--- src/rtl/instruction_encoder.sv ---
// ============================================================================
// instruction_encoder
//
// Purpose:
//   Turns an encode request (instruction class plus operand fields) into a
//   32-bit instruction word. Each word is tagged with an 8-bit
//   instruction-memory address and queued in a 4-entry FIFO.
//
//   Fields are numbered big-endian: bit 0 is the MSB. The vectors below use
//   descending ranges, so big-endian bit k is index (W-1-k). For example,
//   big-endian alu_op[1] is in_alu_op[4] here.
//
//   Word layout, MSB first:
//     opcode[0:5] rD[6:10] rA[11:15] rB[16:20] ppp[21:23] ww[24:25]
//     alu_op[26:31]
//   For memory and branch classes, imm occupies [16:31].
//
// Configuration:
//   ENC_LEGALIZE_EN (undefined by default)
//     When defined, the block forces rB to 0 for ALU ops that do not read
//     rB. It also raises a one-cycle err pulse when it accepts an illegal
//     class.
//     Illegal classes always encode as NOP, whether or not the macro is
//     defined.
//
// Ports:
//   clk         single clock, rising edge
//   reset       asynchronous, active-low reset
//   in_valid    encode request present
//   in_ready    request accepted when in_valid & in_ready at posedge
//   in_class    000 NOP, 001 ALU, 010 LD, 011 SD, 100 BEZ, 101 BNEZ,
//               110/111 illegal
//   in_rD/rA/rB register fields
//   in_alu_op, in_ppp, in_ww, in_imm   operand fields
//   addr_load   load the address counter with addr_value
//   addr_value  new address counter value
//   out_valid   FIFO head holds an encoded word
//   out_ready   consumer pops the head when out_valid & out_ready
//   out_instr   encoded word at the FIFO head (holds last value when empty)
//   out_addr    address tag of the head word
//   err         one-cycle pulse after an illegal request is accepted
// ============================================================================
module instruction_encoder (
    input  logic        clk,
    input  logic        reset,
    input  logic        in_valid,
    output logic        in_ready,
    input  logic [2:0]  in_class,
    input  logic [4:0]  in_rD,
    input  logic [4:0]  in_rA,
    input  logic [4:0]  in_rB,
    input  logic [5:0]  in_alu_op,
    input  logic [2:0]  in_ppp,
    input  logic [1:0]  in_ww,
    input  logic [15:0] in_imm,
    input  logic        addr_load,
    input  logic [7:0]  addr_value,
    output logic        out_valid,
    input  logic        out_ready,
    output logic [31:0] out_instr,
    output logic [7:0]  out_addr,
    output logic        err
);

    localparam logic [5:0] OPC_ALU  = 6'b101010;
    localparam logic [5:0] OPC_LD   = 6'b100000;
    localparam logic [5:0] OPC_SD   = 6'b100001;
    localparam logic [5:0] OPC_BEZ  = 6'b100010;
    localparam logic [5:0] OPC_BNEZ = 6'b100011;
    localparam logic [5:0] OPC_NOP  = 6'b111100;

    // ------------------------------------------------------------------
    // State
    // ------------------------------------------------------------------
    logic [39:0] fifo_mem [4];          // {word, addr tag}
    logic [1:0]  wr_ptr_q, rd_ptr_q;
    logic [2:0]  count_q, count_d;
    logic        ready_en_q;            // keeps in_ready low until first edge after reset
    logic [7:0]  addr_q, addr_d;
    logic [31:0] out_instr_q;
    logic [7:0]  out_addr_q;
    logic        head_load;
    logic [39:0] head_d;
    logic        err_q, err_d;

    // ------------------------------------------------------------------
    // Handshakes
    // ------------------------------------------------------------------
    logic accept, pop;
    logic [7:0] tag;
    logic [1:0] rd_ptr_inc;

    assign in_ready   = ready_en_q & (count_q < 3'd4);
    assign out_valid  = (count_q != 3'd0);
    assign accept     = in_valid & in_ready;
    assign pop        = out_valid & out_ready;
    assign rd_ptr_inc = rd_ptr_q + 2'd1;

    // A same-cycle load wins over the stored counter value.
    assign tag = addr_load ? addr_value : addr_q;

    // ------------------------------------------------------------------
    // Optional legalization
    // ------------------------------------------------------------------
    logic rb_zero;
    logic illegal;

`ifdef ENC_LEGALIZE_EN
    // These ALU ops do not read rB: 000100, 000101, 001101, and any op
    // with big-endian bit 1 set.
    assign rb_zero = (in_alu_op == 6'b000100) | (in_alu_op == 6'b000101) |
                     (in_alu_op == 6'b001101) | in_alu_op[4];
    assign illegal = in_class[2] & in_class[1];
`else
    assign rb_zero = 1'b0;
    assign illegal = 1'b0;
`endif

    // ------------------------------------------------------------------
    // Encoder
    // ------------------------------------------------------------------
    logic [31:0] enc_word;
    logic [4:0]  rb_eff;

    assign rb_eff = rb_zero ? 5'd0 : in_rB;

    always_comb begin
        enc_word = {OPC_NOP, 26'd0};
        case (in_class)
            3'b001:  enc_word = {OPC_ALU, in_rD, in_rA, rb_eff, in_ppp, in_ww, in_alu_op};
            3'b010:  enc_word = {OPC_LD,   in_rD, 5'd0, in_imm};
            3'b011:  enc_word = {OPC_SD,   in_rD, 5'd0, in_imm};
            3'b100:  enc_word = {OPC_BEZ,  in_rD, 5'd0, in_imm};
            3'b101:  enc_word = {OPC_BNEZ, in_rD, 5'd0, in_imm};
            default: enc_word = {OPC_NOP, 26'd0};   // NOP and illegal classes
        endcase
    end

    // ------------------------------------------------------------------
    // Next-state logic
    // ------------------------------------------------------------------
    always_comb begin
        count_d = count_q + {2'd0, accept} - {2'd0, pop};

        addr_d = addr_q;
        if (accept)
            addr_d = tag + 8'd1;
        else if (addr_load)
            addr_d = addr_value;

        err_d = accept & illegal;

        // The registered head follows the word that will sit at the FIFO
        // head after this edge. If the FIFO drains, the head keeps its
        // last value.
        head_load = 1'b0;
        head_d    = {out_instr_q, out_addr_q};
        if (accept && ((count_q == 3'd0) || (pop && count_q == 3'd1))) begin
            head_load = 1'b1;
            head_d    = {enc_word, tag};
        end else if (pop && count_q >= 3'd2) begin
            head_load = 1'b1;
            head_d    = fifo_mem[rd_ptr_inc];
        end
    end

    // ------------------------------------------------------------------
    // Storage (no reset needed; validity is tracked by count_q)
    // ------------------------------------------------------------------
    always_ff @(posedge clk) begin
        if (accept)
            fifo_mem[wr_ptr_q] <= {enc_word, tag};
    end

    // ------------------------------------------------------------------
    // Control registers
    // ------------------------------------------------------------------
    always_ff @(posedge clk or negedge reset) begin
        if (!reset) begin
            wr_ptr_q    <= 2'd0;
            rd_ptr_q    <= 2'd0;
            count_q     <= 3'd0;
            ready_en_q  <= 1'b0;
            addr_q      <= 8'd0;
            out_instr_q <= 32'd0;
            out_addr_q  <= 8'd0;
            err_q       <= 1'b0;
        end else begin
            ready_en_q <= 1'b1;
            count_q    <= count_d;
            addr_q     <= addr_d;
            err_q      <= err_d;
            if (accept)
                wr_ptr_q <= wr_ptr_q + 2'd1;
            if (pop)
                rd_ptr_q <= rd_ptr_inc;
            if (head_load) begin
                out_instr_q <= head_d[39:8];
                out_addr_q  <= head_d[7:0];
            end
        end
    end

    assign out_instr = out_instr_q;
    assign out_addr  = out_addr_q;
    assign err       = err_q;

endmodule
--- config.mk ---
export PLATFORM = sky130hd
export DESIGN_NAME = instruction_encoder
export DESIGN_NICKNAME = d
export VERILOG_FILES = /design/src/rtl/instruction_encoder.sv
export SDC_FILE = /design/constraint.sdc
export NUM_CORES = 1
export LEC_CHECK = 0
export CAP_MARGIN = 10
export CORE_MARGIN = 2
export CORE_UTILIZATION = 40
export DETAILED_ROUTE_END_ITERATION = 10
export REMOVE_ABC_BUFFERS = 1
export SETUP_SLACK_MARGIN = 0.1
export SLEW_MARGIN = 20
export SYNTH_ARGS = -nofsm -noshare
export SYNTH_HDL_FRONTEND = slang
export SYNTH_SLANG_ARGS = --single-unit
--- constraint.sdc ---
create_clock -name clk -period 3.5 [get_ports clk]
set_input_delay 1.05 -clock clk [delete_from_list [all_inputs] [get_ports clk]]
set_output_delay 1.05 -clock clk [all_outputs]
set_load 0.01 [all_outputs]
==> run summary <==
### Status
• outcome: finished, final reports clean

### Global routing
• global routing's busiest layer: met2
• global-route wire length before repair: 29,900 um
• met3 usage: 0.0334
• via count of the first global-routing pass: 5,440
• overall fraction of global-route tracks in use: 0.174
• maximum number of pins on one net before global-route repair: 50
• antenna violations before repair: 0
• met1 Resource Use GR: 0.228
• Congestion Overflow GR: 0
• met2 demand-to-capacity share in global routing: 0.304

### Synthesis
• number of storage elements in the synthesis netlist: 207
• distinct cell type count after synthesis: 38
• sequential area share after synthesis: 0.689
• fraction of synthesis flops using an asynchronous set or reset pin: 0.266
• cell count after synthesis: 547
• netlist area before placement: 0.00862 mm2
• Yosys warning count: 0
• synthesized area per cell: 15.8 um2
• primary flip-flop cell chosen by synthesis mapping: edfxtp_1
• number of flops mapped to enable cells by yosys: 152

### Route
• number of remaining DRC errors: 0
• number of vias per cell after detailed routing: 5.33
• First DRT Iteration DRCs: 360
• per-cell routed wire length: 20.5 um
• final WL: 19,300 um
• Post-DRT Antenna Nets: 0
• routed vias: 5,022
• First-pass DRT Iterations: 5

### Final layout
• Synth-to-Final Area Change: 24.7%
• ratio of cells with drive above 1 in the final layout: 0.154
• Final Net Count: 720
• post-layout instance count excluding filler cells: 942
• FILL cells: 1,799
• Layout Utilization: 0.510
• final instance area: 0.0108 mm2
• # diodes: 0

### Clock tree
• count of hold buffers inserted by post-cts repair: 0
• CTS resizes: 0
• clock tree from TritonCTS: built
• CTS root buffer: clkbuf_16
• post-CTS setup buffer count: 0
• clock insertion delay at the later pin of the skew report: 0.49 ns
• number of sinks on the clock net: 207
• CTS clock-pin slew for the worst setup and hold paths: 0.06 ns
• largest buffer count on any clock path: 3
• number of levels the H-tree was split into: 1
• CTS Buf Count: 21

### Job
• max-cap violation count: 0

### Worst setup path
• endpoint arrival time on the critical path: 1.84 ns
• setup slack of the most critical reg-to-reg path: 1.19 ns
• R2R Path End: count_q[2]
• worst r2r path cells: 8
• highest net fanout along the worst path: 6
• Crit Path Category: reg -> out
• crit path launch type: flip-flop
• worst flop-to-flop path startpoint: count_q[0]
• endpoint required time on the critical path: 2.45 ns
• capturing element type of the critical path: output pin

### Power
• Internal Dissipation: 0.00581 W
• power per cell area: 756 mW/mm2
• Worst VDD drop: 0.000269 V
• share of total power in sequential cells: 0.429
• leakage power: 3.88 nW
• fraction of power consumed by combinational cells: 0.289
• Tot Pwr: 0.00814 W
• Switching Share: 0.286
• switching power: 0.00233 W
• relative contribution of the clock network to total power: 0.282

### STA
• Max Freq: 0.346 GHz
• time the worst path needs with I/O delays and setup: 2.89 ns
• actual slew at the worst max-slew pin: 1.13 ns
• setup-violating endpoint count in the final report: 0
• final clock period utilization by the worst path: 0.826
• setup repair after global routing missed its margin: false
• maximum clock skew at final layout: 0.00961 ns
• Worst slew margin: 0.249
• final number of max-transition violations: 0
• number of hold-slack violations in the final timing report: 0
• Fin Setup TNS: 0 ns

### Placed design
• Port Buffers: 99
• final HPWL from detailed placement: 11,800 um
• Post-Place Cell Area: 0.0100 mm2
• total instance count after detailed placement: 905
• routability-driven placement congestion ratio: 0.749

### Die
• total die area: 0.0228 mm2
• std cell rows: 53
• Die Ht: 151 um
• Core Box Area: 0.0211 mm2
• ports placed on the boundary: 101
• Die X-Extent: 151 um
• Starting Density: 0.409

### Worst hold path
• Hold Path Sink: out_instr[31]
• cell depth of the worst hold path: 1
• Hold Path Origin: out_instr[31]
• path type of the worst min-delay path: reg -> reg

-- metal layers --
| layer | share of wire | wire, um | vias up |
|---|---|---|---|
| met1 | 0.42 | 8080 | 2541 |
| met2 | 0.50 | 9670 | 169 |
| met4 | 0.014 | 272 | 0 |
| li1 | - | - | 2290 |
| met5 | 0 | 0 | - |
| met3 | 0.066 | 1280 | 22 |
-- cell families after synthesis --
family | after synthesis | synth area share
AOI/OAI and AO/OA | 120 | 0.0933
xor gates and xnor gates | 12 | 0.0122
adders and majority gates | 9 | 0.0139
buffers and inverters | 57 | 0.0339
DFF | 207 | 0.689
muxes | 44 | 0.106
other | 2 | 0.000871
and+or+nand+nor | 96 | 0.0508
-- Yosys cell counts (2+ instances only) --
cell type  number  area [um2]
a21oi_1        43         215
inv_1          19        71.3
ha_1            8         100
dfrtp_1        55        1380
nor2_1          5        18.8
mux4_2         38         856
conb_1          2        7.51
nor3_1          2        10.0
buf_6           2        22.5
and2_1         15        93.8
buf_4          12        90.1
buf_1           3        11.3
nand2_1        59         221
nand3_1         3        15.0
mux2i_1         6        60.1
a22oi_1        26         195
xor2_1          2        17.5
o21ai_0        16        80.1
edfxtp_1      152        4560
clkbuf_1        7        26.3
a2bb2oi_1      27         236
o21ai_1         2        10.0
or3_1           2        12.5
xnor2_1        10        87.6
buf_2          13        65.1
nor2b_1         6        37.5
-- registers in the layout, summed over array words and instances (netlist names) --
| signal | cells |
|---|---|
| fifo_mem | 152 |
| count_q | 3 |
| out_addr | 8 |
| rd_ptr_q | 2 |
| wr_ptr_q | 2 |
| ready_en_q | 1 |
| out_instr | 31 |
| addr_q | 8 |
-- metrics by stage --
stage	hold slack [ns]	setup WS, ns
detailed placement	0.465	0.347
global route	0.513	0.563
finish	0.479	0.611
CTS	0.478	0.587
floorplan	0.511	0.623
global placement	0.453	0.472
-- critical path, stage by stage (launching register included) --
cell             delay, ns
dfrtp_1               0.48
or3_1                 0.39
clkdlybuf4s50_1       0.49
-- final cells by class --
| class | instances | area (um2) | share of cell area |
|---|---|---|---|
| multi-input combinational | 283 | 2410 | 0.224 |
| clock inverter | 7 | 109 | 0.0101 |
| timing repair buffer | 120 | 1270 | 0.118 |
| inverter | 20 | 77.6 | 0.00721 |
| clock buffer | 30 | 609 | 0.0566 |
| tap | 275 | 344 | 0.0320 |
| sequential | 207 | 5940 | 0.552 |
-- power by group through the flow --
stage	clock, W	combinational [W]	sequential (W)
after floorplan	0	0.00122	0.00358
after global placement	0	0.00234	0.00354
after detailed placement	0	0.00239	0.00356
after CTS	0.00235	0.00240	0.00351
after global routing	0.00242	0.00259	0.00355
final	0.00230	0.00235	0.00349
-- layout by cell type (no fill, tap or decap), types with 6 or more instances in the layout --
cell type	count
clkbuf_16	21
mux2i_1	6
dfrtp_1	53
nor2b_1	6
ha_1	8
o21ai_0	16
mux4_2	38
xnor2_1	10
edfxtp_1	152
buf_12	10
a2bb2oi_1	27
a21oi_1	43
buf_4	11
and2_1	11
clkdlybuf4s50_1	98
inv_1	19
a22oi_1	26
nand2_1	59
-- how the worst max path moves through the flow --
stage / from / endpoint
final: count_q[1] / out_valid
after global routing: count_q[1] / out_valid
after CTS: count_q[1] / out_valid
after detailed placement: in_class[0] / out_instr[18]
after global placement: in_class[0] / out_instr[18]
after floorplan: in_valid / out_addr[0]
No activity file was read; power rests on OpenSTA's default activity.
